**config.mk**
```make
export PLATFORM = sky130hd
export DESIGN_NAME = qsub_serial
export DESIGN_NICKNAME = d
export VERILOG_FILES = /design/src/rtl/qsub_serial.sv
export SDC_FILE = /design/constraint.sdc
export NUM_CORES = 1
export LEC_CHECK = 0
export ABC_AREA = 1
export BUFFER_PORTS_ARGS = -buffer_cell sky130_fd_sc_hd__buf_4
export CAP_MARGIN = 10
export CORE_MARGIN = 5
export CORE_UTILIZATION = 49
export CTS_BUF_LIST = sky130_fd_sc_hd__clkbuf_16
export DETAILED_ROUTE_END_ITERATION = 7
export GPL_ROUTABILITY_DRIVEN = 0
export GPL_TIMING_DRIVEN = 1
export PLACE_DENSITY = 0.71
export SYNTH_ARGS = -nofsm -noshare
export SYNTH_HDL_FRONTEND = slang
export SYNTH_SLANG_ARGS = --single-unit
```
**constraint.sdc**
```tcl
create_clock -name i_clk -period 3.5 [get_ports i_clk]
set_input_delay 0.175 -clock i_clk [delete_from_list [all_inputs] [get_ports i_clk]]
set_output_delay 0.175 -clock i_clk [all_outputs]
set_load 0.02 [all_outputs]
```
**src/rtl/qsub_serial.sv**
```systemverilog
// Bit-serial sign-magnitude subtractor c = a - b, one magnitude bit per clock, LSB first.
// Saturates on magnitude overflow and never emits negative zero.
module qsub_serial #(
  parameter int Q = 15,
  parameter int N = 32
) (
  input  logic         i_clk,
  input  logic         i_rst_n,
  input  logic [N-1:0] i_a,
  input  logic [N-1:0] i_b,
  input  logic         i_valid,
  output logic         o_ready,
  output logic [N-1:0] o_c,
  output logic         o_ovf,
  output logic         o_valid,
  input  logic         i_ready
);

  localparam int M  = N - 1;
  localparam int CW = $clog2(N);
  localparam logic [CW-1:0] LAST = CW'(M - 1);

  if (N < 3 || Q > N - 2) begin : g_param_check
    $error("qsub_serial: illegal N/Q combination");
  end

  typedef enum logic [1:0] {
    IDLE   = 2'd0,
    CALC   = 2'd1,
    NEGATE = 2'd2,
    DONE   = 2'd3
  } state_t;

  state_t         state_q;
  logic [M-1:0]   ma_q, mb_q, res_q;
  logic           cb_q, sa_q, sb_q, sub_q;
  logic [CW-1:0]  cnt_q;
  logic [N-1:0]   c_q;
  logic           ovf_q, valid_q, ready_q;

  logic           calc_bit_s, calc_co_s, calc_ovf_s;
  logic           neg_bit_s, neg_co_s;
  logic [M-1:0]   calc_mag_s, calc_res_mag_s, neg_mag_s;
  logic [N-1:0]   calc_c_s, neg_c_s;
  logic [1:0]     add_s, sub_s;

  // {carry_out, sum} of a one-bit full adder
  function automatic logic [1:0] full_add(input logic a, input logic b, input logic c);
    full_add = {(a & b) | (c & (a ^ b)), a ^ b ^ c};
  endfunction

  // {borrow_out, difference} of a one-bit full subtractor a - b - c
  function automatic logic [1:0] full_sub(input logic a, input logic b, input logic c);
    full_sub = {(~a & b) | (c & ~(a ^ b)), a ^ b ^ c};
  endfunction

  // Per-cycle serial arithmetic and the final result words for both exit paths
  always_comb begin
    add_s          = full_add(ma_q[0], mb_q[0], cb_q);
    sub_s          = full_sub(ma_q[0], mb_q[0], cb_q);
    calc_bit_s     = sub_q ? sub_s[0] : add_s[0];
    calc_co_s      = sub_q ? sub_s[1] : add_s[1];
    calc_mag_s     = {calc_bit_s, res_q[M-1:1]};
    calc_ovf_s     = ~sub_q & calc_co_s;
    calc_res_mag_s = calc_ovf_s ? {M{1'b1}} : calc_mag_s;
    calc_c_s       = {sa_q & (|calc_res_mag_s), calc_res_mag_s};
    // Two's-complement negate: invert and add the carry seeded with 1
    neg_bit_s      = ~res_q[0] ^ cb_q;
    neg_co_s       = ~res_q[0] & cb_q;
    neg_mag_s      = {neg_bit_s, res_q[M-1:1]};
    neg_c_s        = {sb_q & (|neg_mag_s), neg_mag_s};
  end

  // Control FSM, datapath shift registers and registered outputs
  always_ff @(posedge i_clk or negedge i_rst_n) begin
    if (!i_rst_n) begin
      state_q <= IDLE;
      ma_q    <= '0;
      mb_q    <= '0;
      res_q   <= '0;
      cb_q    <= 1'b0;
      sa_q    <= 1'b0;
      sb_q    <= 1'b0;
      sub_q   <= 1'b0;
      cnt_q   <= '0;
      c_q     <= '0;
      ovf_q   <= 1'b0;
      valid_q <= 1'b0;
      ready_q <= 1'b1;
    end else begin
      case (state_q)
        IDLE: begin
          if (i_valid) begin
            ma_q    <= i_a[N-2:0];
            mb_q    <= i_b[N-2:0];
            sa_q    <= i_a[N-1];
            sb_q    <= ~i_b[N-1];
            sub_q   <= i_a[N-1] ^ ~i_b[N-1];
            res_q   <= '0;
            cb_q    <= 1'b0;
            cnt_q   <= '0;
            ready_q <= 1'b0;
            state_q <= CALC;
          end
        end
        CALC: begin
          ma_q  <= ma_q >> 1;
          mb_q  <= mb_q >> 1;
          res_q <= calc_mag_s;
          cb_q  <= calc_co_s;
          if (cnt_q == LAST) begin
            cnt_q <= '0;
            if (sub_q && calc_co_s) begin
              cb_q    <= 1'b1;
              state_q <= NEGATE;
            end else begin
              c_q     <= calc_c_s;
              ovf_q   <= calc_ovf_s;
              valid_q <= 1'b1;
              state_q <= DONE;
            end
          end else begin
            cnt_q <= cnt_q + CW'(1);
          end
        end
        NEGATE: begin
          res_q <= neg_mag_s;
          cb_q  <= neg_co_s;
          if (cnt_q == LAST) begin
            cnt_q   <= '0;
            c_q     <= neg_c_s;
            ovf_q   <= 1'b0;
            valid_q <= 1'b1;
            state_q <= DONE;
          end else begin
            cnt_q <= cnt_q + CW'(1);
          end
        end
        DONE: begin
          if (i_ready) begin
            valid_q <= 1'b0;
            ready_q <= 1'b1;
            state_q <= IDLE;
          end
        end
        default: begin
          valid_q <= 1'b0;
          ready_q <= 1'b1;
          state_q <= IDLE;
        end
      endcase
    end
  end

  assign o_ready = ready_q;
  assign o_c     = c_q;
  assign o_ovf   = ovf_q;
  assign o_valid = valid_q;

endmodule

```
After elaboration in Yosys (flattened, before gate mapping)
Cells that the tools add are included.
Widths: inputs -> output; s select.
Cells by class
  add/sub/neg operators: 1
  eq/ne operators: 9
  mux-type cells: 36
  bitwise logic cells: 19
  reduce and logical (&&, ||, !) cells: 19
Operators by type and width (number)
  $mux 31: 4
  $pmux 31 s2: 2
  $mux 32: 3
  $pmux 31 s3: 1
  $pmux 32 s2: 1
  $reduce_or 31->1: 2
  $mux 1: 13
  $mux 5: 2
  $ne 2x2->1 const B: 5
  $pmux 5 s2: 1
  $and 1x1->1: 8
  $mux 2: 4
  $pmux 2 s4: 1
  $reduce_and 2->1: 4
  $reduce_and 4->1: 2
  $reduce_bool 2->1: 4
  $pmux 1 s3: 2
  $reduce_bool 3->1: 2
  $add 5x1->5 const B: 1
  $eq 5x5->1 const B: 1
  $not 1->1: 5
  $reduce_and 5->1: 1
  $eq 2x2->1 const B: 2
  $pmux 1 s2: 2
  other kinds (7): 11
Word-level totals
  register bits after elaboration: 139
  input port bits: 68
  word-level logic and storage cells: 97

Longest topological paths before layout
Gate-level depths: netlist of the first run.
  word-level depth: 12
  mapped depth: 10
  depth with buffers taken out: 10

Worst setup path before layout of the first run
Ideal clock, no wire load.
  kind: flip-flop to flip-flop
  start: reg ma_q[0]
  end: reg c_q[21] (netlist: o_c[21])
  data arrival time: 1474 ps
  setup slack: 1900 ps
  cell stages (with the launch flop): 8
  period minus slack after synthesis: 1600 ps
  cell sequence: dfrtp_1 -> inv_1 -> fa_1 -> nand3_1 -> nand3_2 -> a21oi_2 -> buf_2 -> a21oi_1
On the way
  word-level cells in the longest chain between the ends: 10
  elaborated cells on any way between the ends: 18
  those cells by class: eq/ne: 1; mux: 5; bitwise: 10; reduce/logical: 2
Ends and longest elaborated chain
  from (decl): RTL line 35  | logic [M-1:0] ma_q, mb_q, res_q;
  from (signal assigned): RTL line 94  | ma_q <= i_a[N-2:0];
  from (signal assigned): RTL line 107  | ma_q <= ma_q >> 1;
  $xor 1x1->1: RTL line 49, 54
  $not 1->1: RTL line 54  | full_sub = {(~a & b) | (c & ~(a ^ b)), a ^ b ^ c};
  $and 1x1->1: RTL line 54
  $or 1x1->1: RTL line 54
  $mux 1 *: RTL line 62  | calc_co_s = sub_q ? sub_s[1] : add_s[1];
  $and 1x1->1: RTL line 64  | calc_ovf_s = ~sub_q & calc_co_s;
  $mux 31: RTL line 65  | calc_res_mag_s = calc_ovf_s ? {M{1'b1}} : calc_mag_s;
  $mux 32: RTL line 113  | if (sub_q && calc_co_s) begin
  $mux 32: RTL line 111  | if (cnt_q == LAST) begin
  $pmux 32 s2: RTL line 91  | case (state_q)
  to (signal assigned): RTL line 117  | c_q <= calc_c_s;
  to (signal assigned): RTL line 131  | c_q <= neg_c_s;
  to (decl): RTL line 38  | logic [N-1:0] c_q;
Mark *: on every way between the ends. The rest lies on a longest branch, timed or not. The select of a mux whose other input is x is not followed.
A chain may end at the register's enable or synchronous reset.

Final worst setup path of the first run
  start: reg state_q[1]
  end: reg c_q[1] (netlist: o_c[1])
On the way
  word-level cells in the longest chain between the ends: 3
  elaborated cells on any way between the ends: 8
  those cells by class: eq/ne: 5; mux: 1; reduce/logical: 2
Ends and longest elaborated chain
  from (decl): RTL line 34  | state_t state_q;
  from (signal assigned): RTL line 77  | state_q <= IDLE;
  from (signal assigned): RTL line 103  | state_q <= CALC;
  from (signal assigned): RTL line 115  | state_q <= NEGATE;
  $eq 2x1->1 or $eq 2x2->1 (tied branches): RTL line 91
  $ne 2x2->1 (no source line) or $reduce_bool 2->1 (tied branches)
  $reduce_and 4->1 (no source line)
Several ways; a longest one is shown, not always the timed one.

==> flow_metrics.py, run 1 <==
metrics = {
    "sta": {
        "max_freq_ghz": 0.433,
        "slew_headroom_pct": 45.1,
        "setup_viol": 0,
        "whs_ns": 0.0181,
        "min_period_ns": 2.31,
        "tightest_slew_ns": 0.824,
        "grt_setup_unrepaired": "no",
        "tns_ns": 0,
        "fin_crit_sh_pct": 66.0,
        "fin_skew_ns": 0.00633,
        "finalHoldViolCount": 0,
        "drv_slew": 0,
    },
    "setup_path": {
        "cp_slowest_cell": "inv_2",
        "path_buf_inv": 4,
        "r2r_slack_ns": 1.19,
        "reg2regPathDepth": 9,
        "crit_chain": "inv_1 -> ha_2 -> nor2_2 -> buf_4 -> inv_2 -> nand3_2 -> inv_2 -> nor2_1 -> a21oi_1",
        "cpMostUsedCell": "inv_2",
        "cpPeakStageDelay_ns": 0.47,
        "crit_path_end_kind": "flip-flop",
        "path_max_fanout": 34,
        "startpoint_type": "flip-flop",
        "rr_endpoint": "o_c[1]",
        "critPathLaunch": "state_q[1]",
        "arrival_ns": 2.65,
        "worstReg2RegStart": "state_q[1]",
        "required_ns": 3.84,
        "worstSetupPathType": "reg -> reg",
        "cp_top_family": "buffers and inverters",
    },
    "cells_and_area": {
        "multiInputGateArea_mm2": 0.00232,
        "fin_nets": 870,
        "n_antenna_cell": 0,
        "seq_area_mm2": 0.00348,
        "drive_gt1_share_pct": 18.3,
        "syn_to_final_growth_pct": 22.6,
        "fillCellCount": 1154,
    },
    "synthesis": {
        "synth_area_leaders": "dfrtp_1 (56%), nand2_1 (9.4%), nor2_1 (7.5%), a31oi_1 (6.1%), o32ai_1 (4.2%)",
        "synth-adder-area-share_pct": 2.25,
        "synth_area_per_cell_um2": 8.85,
        "synth_area_leader_cell": "dfrtp_1",
        "yosys.area_share.simple_pct": 19.6,
        "synth_top_family_by_area": "simple AND/OR/NAND/NOR gates",
        "yosysTopAreaCellShare_pct": 55.5,
        "ys_ff_latch": 139,
        "synth_compound_area_share_pct": 15.2,
        "yosysWarnings": 0,
        "postSynthCellCount": 703,
        "synth_xor_area_share_pct": 0.141,
        "synth.mux.area_fraction_pct": 0,
        "synth_cell_types": 32,
        "synth_fp_nets": 781,
        "synth_area_mm2": 0.00622,
        "ys_seq_area_share_pct": 55.9,
    },
    "worst_hold_path": {
        "hold_path.class": "in -> reg",
        "whs_path_depth": 3,
        "whs_endpoint": "mb_q[22]",
        "holdCritStartpoint": "i_b[22]",
    },
    "floorplanning": {
        "io_pins": 103,
        "start_util_pct": 49.7,
        "rows": 41,
        "coreArea_mm2": 0.0125,
        "die_x_um": 123,
        "die_h_um": 123,
        "die-area_mm2": 0.0150,
    },
    "route": {
        "post_drt_wl_per_cell_um": 14.1,
        "routed_wl_um": 13700,
        "initialDrtViolationCount": 320,
        "num_vias": 5072,
        "remaining_drc_errors": 0,
        "firstDrtPassIters": 5,
        "antenna_left": 0,
        "viasPerCell": 5.21,
    },
    "cts": {
        "cts_setup_buffers": 0,
        "clock-sinks": 139,
        "root_buffer": "clkbuf_16",
        "cts.clk_slew.worst_paths_ns": 0.06,
        "clockBufferDepth": 2,
        "cts_tree": "done",
        "cts.htree.levels": 4,
        "cts_buffers": 17,
        "worst_skew_pair.late_latency_ns": 0.42,
    },
    "global_route": {
        "grt_first_pass_wirelength_um": 23300,
        "gr-total-overflow": 0,
        "grtUsageTotal_pct": 19.4,
        "grt_pass1_vias": 4955,
        "antenna_found_initial": 0,
        "grt_max_degree": 123,
    },
    "pwr": {
        "leakage_uw": 0.00371,
        "p_per_area_mw_per_mm2": 821,
        "vdd_drop_max_v": 0.000710,
    },
    "place": {
        "hpwl_um": 9140,
        "portBuffers": 102,
    },
    "flow_run": {
        "drv_cap": 0,
    },
    "run_status": {
        "status": "finished clean",
    },
}
## registers in the layout (all words and copies together), names as in the netlist
name     flops
o_ovf        1
cb_q         1
mb_q        31
o_ready      1
res_q       31
o_valid      1
cnt_q        5
ma_q        31
o_c         32
sa_q         1
state_q      2
sb_q         1
sub_q        1
## report_power, final
part / switching [uW] / internal [uW]
clock network: 628 / 1020
registers: 259 / 2070
logic: 1510 / 769
## placed cells by master (no fill, tap or decap), types with 2 or more instances in the layout
| cell | count |
|---|---|
| a21oi_1 | 35 |
| fa_1 | 2 |
| clkinvlp_4 | 3 |
| ha_1 | 7 |
| clkbuf_16 | 17 |
| clkinv_1 | 3 |
| nand4_1 | 2 |
| buf_4 | 108 |
| a31oi_1 | 61 |
| nor2_2 | 2 |
| and3_1 | 3 |
| nor3_1 | 2 |
| nand3_1 | 14 |
| dfrtp_1 | 138 |
| nor2_1 | 125 |
| bufinv_16 | 2 |
| nand2_1 | 156 |
| inv_1 | 54 |
| nand2_2 | 2 |
| o32ai_1 | 30 |
| inv_2 | 3 |
| clkinv_2 | 2 |
| o21ai_0 | 15 |
| dlygate4sd3_1 | 2 |
## per-stage QoR
stage,total power [uW],worst slack [ns],cells,area [um^2],util (%)
floorplan,4150,1.90,703,6220,-
global placement,4530,1.33,943,7070,56.4
detailed placement,4640,1.22,943,7070,56.4
CTS,6310,1.20,974,7620,60.9
global route,6760,0.940,974,7620,60.9
finish,6260,1.19,974,7620,60.9
## cells in the mapped netlist (all sizes together)
master	n
xor2	1
o31ai	1
and3	3
o21ai	16
a21oi	36
dfrtp	138
ha	8
dfstp	1
o2111ai	1
nand3	15
o32ai	30
a31oi	61
nand4	2
nand3b	1
o21bai	1
nor2	128
clkbuf	12
nor3	2
a22oi	1
fa	2
nand2	158
buf	30
inv	55
## worst max-delay path by stage
| stage | end | cells past startpoint |
|---|---|---|
| after floorplan | o_c[21] | 7 |
| after global placement | cb_q | 10 |
| after detailed placement | o_c[7] | 9 |
| after CTS | o_c[7] | 9 |
| after global routing | cb_q | 10 |
| final | o_c[1] | 9 |
## final cells by class
class | count | area share [%]
Sequential cell | 139 | 45.7
Multi-Input combinational cell | 467 | 30.5
Timing Repair Buffer | 112 | 11.3
Clock buffer | 17 | 5.58
Tap cell | 172 | 2.82
Inverter | 55 | 2.71
Clock inverter | 12 | 1.46
## per-layer routing
metal  routed length, um  track usage (%)  part of all wire (%)
met3                 800             5.48                   5.8
met4                 166             6.30                   1.2
met5                   0                0                     0
met1                6180             25.7                    45
met2                6560             31.1                    48
## what timing repair did
action	CTS	global route
hold buffers	2	0
gates resized for setup	0	0
hold endpoints to repair	92	0
## logic make-up after synthesis
family	after synthesis
AO/OA/AOI/OAI	147
buffers and inverters	97
adder cells (fa/ha/maj)	10
AND/OR/NAND/NOR	309
XOR/XNOR	1
flip-flops	139
## worst reg2reg max path, cell delays in order (launching register included)
cell,delay (ns)
dfrtp_1,0.44
inv_1,0.11
ha_2,0.43
nor2_2,0.07
buf_4,0.24
inv_2,0.11
nand3_2,0.11
inv_2,0.47
nor2_1,0.10
a21oi_1,0.15
(Power assumes the default switching activity.)
==> run 2, diff against run 1 <==
--- a/config.mk
+++ b/config.mk
@@ -5,7 +5,7 @@
 export SDC_FILE = /design/constraint.sdc
 export NUM_CORES = 1
 export LEC_CHECK = 0
-export ABC_AREA = 1
+export ABC_AREA = 0
 export BUFFER_PORTS_ARGS = -buffer_cell sky130_fd_sc_hd__buf_4
 export CAP_MARGIN = 10
 export CORE_MARGIN = 5
@@ -14,7 +14,7 @@
 export DETAILED_ROUTE_END_ITERATION = 7
 export GPL_ROUTABILITY_DRIVEN = 0
 export GPL_TIMING_DRIVEN = 1
-export PLACE_DENSITY = 0.71
+export PLACE_DENSITY = 0.74
 export SYNTH_ARGS = -nofsm -noshare
 export SYNTH_HDL_FRONTEND = slang
 export SYNTH_SLANG_ARGS = --single-unit
==> constraint.sdc (replaced) <==
create_clock -name i_clk -period 1.9 [get_ports i_clk]
set_input_delay 0.095 -clock i_clk [delete_from_list [all_inputs] [get_ports i_clk]]
set_output_delay 0.095 -clock i_clk [all_outputs]
set_load 0.02 [all_outputs]
==> run 2 against run 1 <==
Net effect:
- maximum frequency rose by 22%
- non-clock buffer count rose by 75
- first-iteration DRC count rose by 15%
- critical endpoint is now mb_q[25]
- critical path type unchanged
- worst setup slack got worse by 1.2 ns
- total power rose by 100%
- clock skew fell by 0.00072 ns
- via count fell by 5.5%
- wire length rose by 8.1%
- sequential share of layout area fell by 5.0 points
- highest routed layer unchanged
- clock power rose by 120%
==> flow_metrics.py, run 2 <==
metrics = {
    "run_status": {
        "status": "finished clean",
    },
    "floorplanning": {
        "die_x_um": 122,
        "die-area_mm2": 0.0149,
        "rows": 41,
        "coreArea_mm2": 0.0125,
        "io_pins": 103,
        "die_h_um": 122,
        "start_util_pct": 49.5,
    },
    "cells_and_area": {
        "stdcell_count": 885,
        "fillCellCount": 880,
        "largest_reg_flops": 32,
        "fin_area_mm2": 0.00856,
        "drive_gt1_share_pct": 24.1,
        "n_antenna_cell": 0,
        "final_cell_mix": "dfrtp_1 (138), buf_4 (112), nand2_1 (74)",
        "syn_to_final_growth_pct": 38.9,
        "fin_nets": 779,
        "final_common_cell": "dfrtp_1",
    },
    "sta": {
        "min_period_ns": 1.89,
        "tightest_slew_ns": 0.416,
        "fin_crit_sh_pct": 99.7,
        "grt_setup_unrepaired": "yes",
        "fin_skew_ns": 0.00561,
        "max_freq_ghz": 0.528,
        "slew_headroom_pct": 71.5,
        "drv_slew": 0,
        "whs_ns": 0.0215,
        "finalHoldViolCount": 0,
        "setup_viol": 0,
    },
    "route": {
        "remaining_drc_errors": 0,
        "firstDrtPassIters": 4,
        "routed_wl_um": 14800,
        "antenna_left": 0,
        "viasPerCell": 5.42,
        "num_vias": 4794,
        "post_drt_wl_per_cell_um": 16.7,
        "initialDrtViolationCount": 367,
    },
    "synthesis": {
        "yosysWarnings": 0,
        "synthTopCellsByCount": "dfrtp_1 (138), nand2_1 (74), o21ai_0 (69), mux2i_1 (65), a22o_1 (32)",
        "synth-async-reset-ratio_pct": 100,
        "synth_area_per_cell_um2": 11.6,
        "synth_ff_type": "dfrtp_1",
        "synth_fp_nets": 611,
        "synth_area_leader_cell": "dfrtp_1",
        "postSynthCellCount": 533,
        "synth_area_leaders": "dfrtp_1 (56%), mux2i_1 (11%), o21ai_0 (5.6%), a22o_1 (4.5%), nand2_1 (4.5%)",
        "synth_cell_types": 49,
        "ys_ff_latch": 139,
        "yosysTopAreaCellShare_pct": 56.0,
        "yosysMostFrequentCell": "dfrtp_1",
        "synth_area_mm2": 0.00616,
        "ys_seq_area_share_pct": 56.4,
        "synth_edf_count": 0,
    },
    "cts": {
        "clockBufferDepth": 2,
        "worst_skew_pair.late_latency_ns": 0.42,
        "cts.htree.levels": 4,
        "cts_buffers": 17,
        "clock-sinks": 139,
        "root_buffer": "clkbuf_16",
        "cts_tree": "done",
        "cts.clk_slew.worst_paths_ns": 0.06,
    },
    "pwr": {
        "vdd_drop_max_v": 0.000981,
        "p_per_area_mw_per_mm2": 1480,
        "leakage_uw": 0.00404,
    },
    "setup_path": {
        "critPathLaunch": "state_q[0]",
        "endpoint": "mb_q[25]",
        "worstReg2RegStart": "state_q[0]",
        "path_max_fanout": 46,
        "reg2regPathDepth": 8,
        "arrival_ns": 2.22,
        "rr_endpoint": "mb_q[25]",
        "crit_path_end_kind": "flip-flop",
        "startpoint_type": "flip-flop",
        "worstSetupPathType": "reg -> reg",
        "required_ns": 2.22,
        "r2r_slack_ns": 0.006,
    },
    "global_route": {
        "grt_max_degree": 88,
        "grtUsageTotal_pct": 20.6,
        "grt_pass1_vias": 4950,
        "grt_first_pass_wirelength_um": 24000,
        "gr-total-overflow": 0,
        "antenna_found_initial": 0,
    },
    "place": {
        "place_inst": 788,
        "dpl_cell_area_mm2": 0.00720,
        "portBuffers": 102,
        "hpwl_um": 8990,
    },
    "worst_hold_path": {
        "hold_path.class": "in -> reg",
    },
    "flow_run": {
        "drv_cap": 0,
    },
}
## run 2: cell count changes in the layout (fill, tap and decap cells not counted), moves of 32 or more
cell / delta
o21ai_0: +54
dlygate4sd3_1: +60
inv_1: -44
a31oi_1: -59
a22o_1: +32
nand2_1: -82
nor2_1: -119
mux2i_1: +63
## run 2: layout make-up
class	instances	area [um^2]	area share (%)
Clock inverter	14	210	2.45
Multi-Input combinational cell	346	2490	29.1
Sequential cell	139	3480	40.6
Timing Repair Buffer	187	1700	19.9
Tap cell	172	215	2.51
Clock buffer	17	425	4.97
Inverter	10	37.5	0.438
## run 2: routing by layer
metal | vias up | global-route usage (%) | routed length, um
li1 | 2275 | - | -
met3 | 26 | 6.04 | 823
met4 | 0 | 8.33 | 273
met2 | 152 | 33.5 | 7510
met1 | 2341 | 26.0 | 6220
met5 | - | 0 | 0
## run 2: worst min path at each step
stage             from  slack (ns)  cells after the start       end
6_report       i_a[20]        0.02                      3  ma_q[20]
5_1_grt        i_b[21]        0.01                      3  mb_q[21]
4_1_cts        i_a[20]        0.02                      3  ma_q[20]
3_5_place_dp   i_rst_n        0.09                      2  cnt_q[4]
3_3_place_gp   i_rst_n         0.1                      2  cnt_q[4]
2_1_floorplan  i_rst_n       -0.20                      0      cb_q
## run 2: worst max-delay path, cell delays in order (launching register included)
cell,delay (ns)
dfrtp_1,0.44
inv_1,0.15
ha_2,0.26
buf_4,0.17
mux2i_4,0.25
buf_12,0.16
buf_16,0.18
nand2_1,0.08
o21ai_0,0.10
## run 2: per-stage QoR
step	TNS, ns	util [%]	setup WS (ns)	power [uW]
5_1_grt	-1.46	68.7	-0.0758	13500
2_1_floorplan	0	-	0.118	7400
4_1_cts	0	67.9	0.0316	12400
3_5_place_dp	0	57.8	0.0107	8610
3_3_place_gp	0	57.8	0.0994	8390
6_report	0	68.7	0.00611	12700
## run 2: timing repair
item,4_1_cts,5_1_grt
setup endpoints to repair,2,94
hold endpoints to repair,201,0
setup buffers,0,2
cloned,0,2
gates resized for setup,1,6
hold buffers,62,0
pin swaps,0,2
## run 2: kinds of logic (layout without fill, tap and decap cells)
kind of cell               count (synthesis)  count (layout)  synth area share (%)
buffers and inverters                     48             228                  3.75
adders and majority gates                 10              10                  2.27
and+or+nand+nor                          106             106                  7.83
muxes                                     69              69                  11.3
xor gates and xnor gates                   1               1                 0.142
DFF                                      139             139                  56.4
AOI/OAI and AO/OA                        160             160                  18.2
## run 2: where the power goes
group	internal, uW	switching, uW	total [uW]	leakage (uW)
Clock	2230	1340	3560	0.000305
Sequential	3780	566	4350	0.00182
Combinational	2150	2610	4760	0.00191
Total	8160	4510	12700	0.00404
==> run 3, diff against run 2 <==
--- a/config.mk
+++ b/config.mk
@@ -5,7 +5,7 @@
 export SDC_FILE = /design/constraint.sdc
 export NUM_CORES = 1
 export LEC_CHECK = 0
-export ABC_AREA = 0
+export ABC_AREA = 1
 export BUFFER_PORTS_ARGS = -buffer_cell sky130_fd_sc_hd__buf_4
 export CAP_MARGIN = 10
 export CORE_MARGIN = 5
==> run 3 against run 2 <==
Net effect:
- register-to-register slack improved by 0.15 ns
- utilization decreased by 0.74 points
- wire length increased by 4.7%
- critical path type unchanged
==> flow_metrics.py, run 3 (synthesis results as in run 1) <==
metrics = {
    "setup_path": {
        "reg2regPathDepth": 7,
        "required_ns": 2.19,
        "crit_chain": "inv_1 -> fa_1 -> nand3_2 -> nand3_2 -> a21oi_2 -> buf_12 -> a21oi_1",
        "worstReg2RegStart": "ma_q[0]",
        "cpPeakStageDelay_ns": 0.47,
        "crit_path_end_kind": "flip-flop",
        "cpMostUsedCell": "nand3_2",
        "startpoint_type": "flip-flop",
        "arrival_ns": 2.04,
        "r2r_slack_ns": 0.15,
        "worstSetupPathType": "reg -> reg",
        "path_max_fanout": 31,
        "path_buf_inv": 2,
        "cp_slowest_cell": "fa_1",
        "rr_endpoint": "o_c[8]",
        "cp_top_family": "adder cells",
    },
    "pwr": {
        "vdd_drop_max_v": 0.00110,
        "leakage_uw": 0.00409,
        "power_uw": 12600,
        "p_per_area_mw_per_mm2": 1480,
    },
    "place": {
        "portBuffers": 102,
        "place_inst": 951,
        "place_ws_ns": 0.138,
        "hpwl_um": 9620,
        "dpl_cell_area_mm2": 0.00721,
    },
    "route": {
        "routed_wl_um": 15500,
        "viasPerCell": 5.24,
        "firstDrtPassIters": 6,
        "num_vias": 5488,
        "post_drt_wl_per_cell_um": 14.8,
        "initialDrtViolationCount": 354,
        "remaining_drc_errors": 0,
        "antenna_left": 0,
    },
    "global_route": {
        "grt_first_pass_wirelength_um": 26300,
        "met2_usage_pct": 37.2,
        "top_usage_layer": "met2",
        "grtUsageTotal_pct": 22.1,
        "grt_pass1_vias": 5659,
        "antenna_found_initial": 0,
        "gr-total-overflow": 0,
        "grt_max_degree": 49,
        "met1_usage_pct": 27.2,
        "met3_usage_pct": 5.30,
    },
    "floorplanning": {
        "die_x_um": 123,
        "start_util_pct": 49.7,
        "rows": 41,
        "coreArea_mm2": 0.0125,
        "die_h_um": 123,
        "io_pins": 103,
        "die-area_mm2": 0.0150,
    },
    "sta": {
        "tns_ns": 0,
        "slew_headroom_pct": 69.9,
        "min_period_ns": 1.75,
        "fin_ws_ns": 0.155,
        "fin_crit_sh_pct": 91.9,
        "grt_setup_unrepaired": "no",
        "fin_skew_ns": 0.00725,
        "finalHoldViolCount": 0,
        "tightest_slew_ns": 0.452,
        "max_freq_ghz": 0.573,
        "setup_viol": 0,
        "drv_slew": 0,
    },
    "worst_hold_path": {
        "hold_path.class": "in -> reg",
        "whs_endpoint": "o_ready",
        "whs_path_depth": 4,
        "holdCritStartpoint": "i_ready",
    },
    "cells_and_area": {
        "syn_to_final_growth_pct": 36.8,
        "n_antenna_cell": 0,
        "largest_reg_flops": 32,
        "drive_gt1_share_pct": 18.5,
        "fin_area_mm2": 0.00851,
        "final_cell_mix": "nand2_1 (156), dfrtp_1 (138), nor2_1 (125)",
        "stdcell_count": 1048,
        "fin_nets": 941,
        "final_common_cell": "nand2_1",
    },
    "cts": {
        "worst_skew_pair.late_latency_ns": 0.42,
        "clockBufferDepth": 2,
        "cts_tree": "done",
        "cts.clk_slew.worst_paths_ns": 0.06,
        "clock-sinks": 139,
        "cts.htree.levels": 4,
        "root_buffer": "clkbuf_16",
        "cts_buffers": 17,
    },
    "flow_run": {
        "drv_cap": 0,
    },
    "run_status": {
        "status": "finished clean",
    },
}
-- run 3: how the worst max path moves through the flow --
stage | from | cells past startpoint | to
after floorplan | ma_q[0] | 7 | o_c[21]
after global placement | state_q[1] | 7 | state_q[0]
after detailed placement | ma_q[0] | 7 | o_c[28]
after CTS | ma_q[0] | 7 | o_c[26]
after global routing | state_q[1] | 7 | ma_q[9]
final | ma_q[0] | 7 | o_c[8]
-- run 3: what timing repair did --
item	4_1_cts	5_1_grt
hold buffers	65	0
endpoints found under the setup margin	0	4
hold endpoints to repair	109	0
setup buffers	0	0
resized for setup	0	3
-- run 3: worst register-to-register path, cell delays in order, from the launching register on --
cell     delay, ns
dfrtp_1       0.34
inv_1         0.09
fa_1          0.47
nand3_2       0.13
nand3_2       0.12
a21oi_2       0.18
buf_12        0.20
a21oi_1       0.11
-- run 3: final cells by class --
type | instances | area (um^2)
inverter | 55 | 206
tap | 172 | 215
multi-input combinational | 467 | 2330
clock inverter | 15 | 205
sequential | 139 | 3480
clock buffer | 17 | 425
fill | 1021 | 4010
timing repair buffer | 183 | 1640
-- run 3: report_power, final --
group | switching [uW] | internal, uW | leakage, uW
combinational | 2930 | 1780 | 0.00204
sequential | 499 | 3810 | 0.00174
clock | 1230 | 2300 | 0.000309
total | 4660 | 7890 | 0.00409
-- run 3: layer usage --
metal,share of wire (%),wire [um]
met3,4.9,759
met4,2.7,418
met2,51,7900
met5,0,0
met1,42,6440
-- run 3: through the flow --
stage	hold WS [ns]	util, %
after floorplan	-0.201	-
after global placement	0.0570	57.6
after detailed placement	0.0615	57.6
after CTS	0.0300	67.9
after global routing	0.0769	68.0
final	0.0437	68.0
